## src/rtl/draw_sweep_ctrl.sv

```systemverilog
// Address-pair sweep controller: emits {idx,0}/{idx,1} pairs over a valid/ready link.
// Optional abort input is enabled by defining DRAW_SWEEP_ABORT_EN.
module draw_sweep_ctrl #(
    parameter int ADDR_W = 14,
    parameter int LEN_W  = 9
) (
    input  logic              clk,
    input  logic              reset,
    input  logic              start,
    input  logic [ADDR_W-2:0] base_idx,
    input  logic [LEN_W-1:0]  pair_count,
    input  logic              ready,
`ifdef DRAW_SWEEP_ABORT_EN
    input  logic              abort,
`endif
    output logic              valid,
    output logic [ADDR_W-1:0] Q_a,
    output logic [ADDR_W-1:0] Q_b,
    output logic              busy,
    output logic              done,
    output logic [1:0]        dbg_state_o
);

    localparam int IDX_W = ADDR_W - 1;

    // Link protocol: a pair transfers on any rising edge where valid && ready;
    // while valid && !ready the pair on Q_a/Q_b is held unchanged; valid is
    // never withdrawn before its pair is accepted, except by reset or abort.
    typedef enum logic [1:0] {
        S_IDLE = 2'd0,
        S_RUN  = 2'd1,
        S_DONE = 2'd2
    } state_e;

    state_e           state_q, state_d;
    logic [IDX_W-1:0] idx_q, idx_d;
    logic [LEN_W-1:0] rem_q, rem_d;
    logic             hs;
    logic             abort_w;

`ifdef DRAW_SWEEP_ABORT_EN
    assign abort_w = abort;
`else
    assign abort_w = 1'b0;
`endif

    assign hs = (state_q == S_RUN) && ready;

    always_ff @(posedge clk or negedge reset) begin
        if (!reset) begin
            state_q <= S_IDLE;
            idx_q   <= '0;
            rem_q   <= '0;
        end else begin
            state_q <= state_d;
            idx_q   <= idx_d;
            rem_q   <= rem_d;
        end
    end

    always_comb begin
        state_d = state_q;
        idx_d   = idx_q;
        rem_d   = rem_q;
        unique case (state_q)
            S_IDLE: begin
                if (start) begin
                    idx_d   = base_idx;
                    rem_d   = pair_count;
                    state_d = (pair_count != '0) ? S_RUN : S_DONE;
                end
            end
            S_RUN: begin
                if (hs) begin
                    rem_d = rem_q - LEN_W'(1);
                    // The final pair (or an aborted one) leaves idx on the last emitted index.
                    if (rem_q > LEN_W'(1) && !abort_w) begin
                        idx_d = idx_q + IDX_W'(1);
                    end else begin
                        state_d = S_DONE;
                    end
                end else if (abort_w) begin
                    state_d = S_DONE;
                end
            end
            S_DONE: begin
                state_d = S_IDLE;
            end
            default: begin
                state_d = S_IDLE;
            end
        endcase
    end

    assign valid       = (state_q == S_RUN);
    assign busy        = (state_q != S_IDLE);
    assign done        = (state_q == S_DONE);
    assign Q_a         = {idx_q, 1'b0};
    assign Q_b         = {idx_q, 1'b1};
    assign dbg_state_o = state_q;

endmodule

```

## config.mk

```make
export PLATFORM = sky130hd
export DESIGN_NAME = draw_sweep_ctrl
export DESIGN_NICKNAME = d
export VERILOG_FILES = /design/src/rtl/draw_sweep_ctrl.sv
export SDC_FILE = /design/constraint.sdc
export NUM_CORES = 1
export LEC_CHECK = 0
export BUFFER_PORTS_ARGS = -buffer_cell sky130_fd_sc_hd__buf_2
export CORE_MARGIN = 3
export CORE_UTILIZATION = 25
export CTS_BUF_LIST = sky130_fd_sc_hd__clkbuf_4 sky130_fd_sc_hd__clkbuf_8 sky130_fd_sc_hd__clkbuf_16
export CTS_CLUSTER_SIZE = 28
export DETAILED_ROUTE_END_ITERATION = 8
export GPL_TIMING_DRIVEN = 0
export PLACE_DENSITY = 0.56
export SLEW_MARGIN = 10
export SYNTH_ARGS = -nofsm -noshare
export SYNTH_HDL_FRONTEND = slang
export SYNTH_SLANG_ARGS = --single-unit
```

## constraint.sdc

```tcl
create_clock -name clk -period 1.6 [get_ports clk]
set_input_delay 0.24 -clock clk [delete_from_list [all_inputs] [get_ports clk]]
set_output_delay 0.24 -clock clk [all_outputs]
set_load 0.01 [all_outputs]
```

==> summary.md <==
| Metric | Value |
|---|---|
| Drt wl/cell | `15.7 µm` |
| # rows | `30` |
| Setup crit start kind | `register` |
| Syn Std Cell Area | `1860 µm²` |
| Final Net Count | `313` |
| Hold Vio Cnt, Final | `0` |
| RSZ-0062 raised after global routing | `true` |
| Avg Synthesized Cell Area | `9.08 µm²` |
| CP Cell Sequence | `or3_4 > or4b_1 > mux2i_1 > a21oi_1` |
| Largest net degree at the start of global routing | `25` |
| Relative slew margins | `59.7%` |
| Ys async rst share | `100%` |
| Clk slew on worst S/H paths | `~0.1 ns` |
| Crit path max-delay family | `simple AND/OR/NAND/NOR gates` |
| Ys flop type | `dfrtp_1` |
| Fmax | `598 MHz` |
| P&R area growth vs syn | `47.1%` |
| Worst Path Required | `1.76 ns` |
| Congestion Overflow GR | `0` |
| Area contributors post-synth | `dfrtp_1 (32%), buf_4 (6.1%), a221oi_2 (5.6%)` |
| Post-synth EDFFs | `0` |
| Final ANT Viol Nets | `0` |
| Fin area | `2740 µm²` |
| Largest family of logic cells by synthesized area | `compound AO/OA/AOI/OAI gates` |
| Slowest Stage Delay on Critical Path | `around 0.5 ns` |
| Post-synth top area cell | `dfrtp_1` |
| Clk buf depth | `2` |
| Failing checks | `negative setup slack` |
| Top cell type's share of synthesized area | `32.3%` |
| Crit Path Category | `reg2reg` |
| Yosys cell types | `between 50 and 60` |
| DR DRC count | `0` |
| CP Max Fanout | `5` |
| I/O pins | `59` |
| Slew Limit Fails | `0` |
| Pre-CTS setup slack | `-0.244 ns` |
| Number of antenna violations at the first check in global routing | `0` |
| Worst Clk Skew | `0.0123 ns` |
| Peak VDD IR | `~0.76 mV` |
| N_diodes | `0` |
| Worst setup EP type | `register` |
| Layout cells sized above 1 | `53.7%` |
| Vias per cell | `4.97` |
| Crit path DAT | `1.84 ns` |
| WL final | `between 5000 and 6000 µm` |
| First-pass GRT wire length | `9640 µm` |
| Synth Area in Compound Gates | `30.0%` |
| CTS tree | `yes` |
| Gpl congestion | `~0.79` |
| CTS buffer count | `3` |
| YS warnings | `0` |
| Max Cap Viol | `0` |
| Fin crit period | `roughly 1.7 ns` |
| Post-DP Area | `2270 µm²` |
| Synthesized-area fraction occupied by adder cells | `2.02%` |
| Hold WC Path Type | `in2reg` |
| Final WS setup | `-0.0719 ns` |
| Drt pass-1 iters | `4` |
| Final core utilization | `39.0%` |
| Mux share of post-synthesis cell area | `2.22%` |
| Run status | `complete, but fails checks` |
| Die footprint | `8510 µm²` |
| Initial Util | `26.5%` |
| Sequential fraction of the synthesis area | `32.3%` |
| Hold slack final | `~0.23 ns` |
| # placed instances | `357` |
| Leak | `1.17 nW` |
| Die width | `92.3 µm` |
| Final Cycle Share | `104%` |
| Buf/Inv on CP | `0` |
| Pwr dens | `2060 nW/µm²` |
| Initial DRC count | `between 70 and 80` |
| Port Buffer Count | `56` |
| H-tree depth | `1` |
| Clk sinks | `24` |
| Worst Tran Pin Value | `0.605 ns` |
| Via count | `1885` |
| Latest clock arrival within the worst-skew pair | `0.28 ns` |
| Final Non-Filler Cells | `379` |
| Syn Inst Count | `205` |
| Setup violators final | `14` |
| Power Total | `5.63 mW` |
| Number of global-route vias before repair | `1870` |
| Placeable Area | `roughly 7000 µm²` |
| Slowest-stage cell, CP | `or4b_1` |
| Seq cells post-synth | `24` |
| DIE HEIGHT | `just over 90 µm` |
| Setup TNS | `-0.382 ns` |
| Syn nets | `between 200 and 250` |
| GRT Overall Usage | `between 10% and 20%` |
| CTS root buffer | `clkbuf_8` |
| HPWL after DPL | `4060 µm` |
| Synth Area in Simple Gates | `20.9%` |
| Xor/xnor share of the synthesized area | `0%` |
## worst paths after layout
| path | from | end | slack (ns) | cells after the start |
|---|---|---|---|---|
| max reg2reg | rem_q[3] | rem_q[5] | -0.07 | 4 |
| min in group asynchronous | reset | idx_q[4] | 0.51 | 2 |
| max | rem_q[3] | rem_q[5] | -0.07 | 4 |
| min | pair_count[0] | rem_q[0] | 0.23 | 3 |
| max in group asynchronous | reset | rem_q[3] | 0.66 | 2 |
| min reg2reg | rem_q[7] | rem_q[7] | 0.55 | 1 |
## Yosys cell counts, types with 5 or more instances
| master | count |
|---|---|
| a21oi_1 | 10 |
| buf_4 | 15 |
| o22a_1 | 7 |
| nand2_1 | 11 |
| clkbuf_1 | 6 |
| and3_1 | 7 |
| dfrtp_1 | 24 |
| nand3_1 | 9 |
| a221oi_2 | 7 |
| nor3_1 | 5 |
| a2bb2oi_1 | 8 |
| nor2_1 | 13 |
| o21ai_0 | 5 |
| o22ai_1 | 7 |
## layout make-up
class                   instances  area, µm²
plain buffers                  28        262
fillers                       746       4280
multi-input cells             146       1160
clock inverters                 1       30.0
repair buffers                 77        502
well taps                      96        120
flip-flops and latches         24        607
clock buffers                   3       41.3
inverters                       4       17.5
## logic make-up after synthesis
group,Yosys count
AO/OA/AOI/OAI,66
adder cells (fa/ha/maj),3
buffers and inverters,35
flip-flops,24
multiplexers,4
other,2
AND/OR/NAND/NOR,71
## state kept, by name (all words and copies together) (netlist names)
register     flops
idx_q           13
dbg_state_o      2
rem_q            9
## layer usage
layer / vias to the layer above / share of wire, % / track usage, %
li1: 914 / - / -
met1: 899 / 48 / 19.2
met2: 66 / 46 / 23.1
met3: 6 / 5.2 / 2.87
met4: 0 / 0.96 / 1.73
met5: - / 0 / 0
## worst reg2reg max path, stage by stage (launching register included)
cell	delay [ns]
dfrtp_2	0.45
or3_4	0.38
or4b_1	0.50
mux2i_1	0.15
a21oi_1	0.08
## power breakdown
group | switching [mW] | total (mW) | internal (mW)
combinational | 1.82 | 3.75 | 1.94
sequential | 0.399 | 1.31 | 0.909
clock | 0.229 | 0.565 | 0.335
total | 2.45 | 5.63 | 3.18
## timing repair
item                                    4_1_cts  5_1_grt
endpoints found under the setup margin       25       27
setup buffers                                17        2
resized for setup                            35       18
hold buffers                                  1        0
endpoints found under the hold margin        24        0
pin swaps                                    16       11
cloned                                        1        0
## cells in the final DEF, fill, tap and decap left out, types with 3 or more instances in the layout
| cell | n |
|---|---|
| o22ai_1 | 6 |
| buf_6 | 6 |
| nor2_1 | 12 |
| dfrtp_2 | 5 |
| a2bb2oi_1 | 7 |
| nand3_1 | 9 |
| clkbuf_8 | 3 |
| buf_4 | 30 |
| buf_8 | 4 |
| nor3_1 | 4 |
| nand2_1 | 11 |
| nand2b_1 | 3 |
| and3_1 | 6 |
| o21ai_0 | 5 |
| a21oi_1 | 8 |
| o22a_1 | 7 |
| a211oi_2 | 5 |
| nand4_1 | 3 |
| a221oi_2 | 7 |
| dfrtp_1 | 19 |
| buf_2 | 56 |
Note: power is estimated with default switching activity, not from simulation.
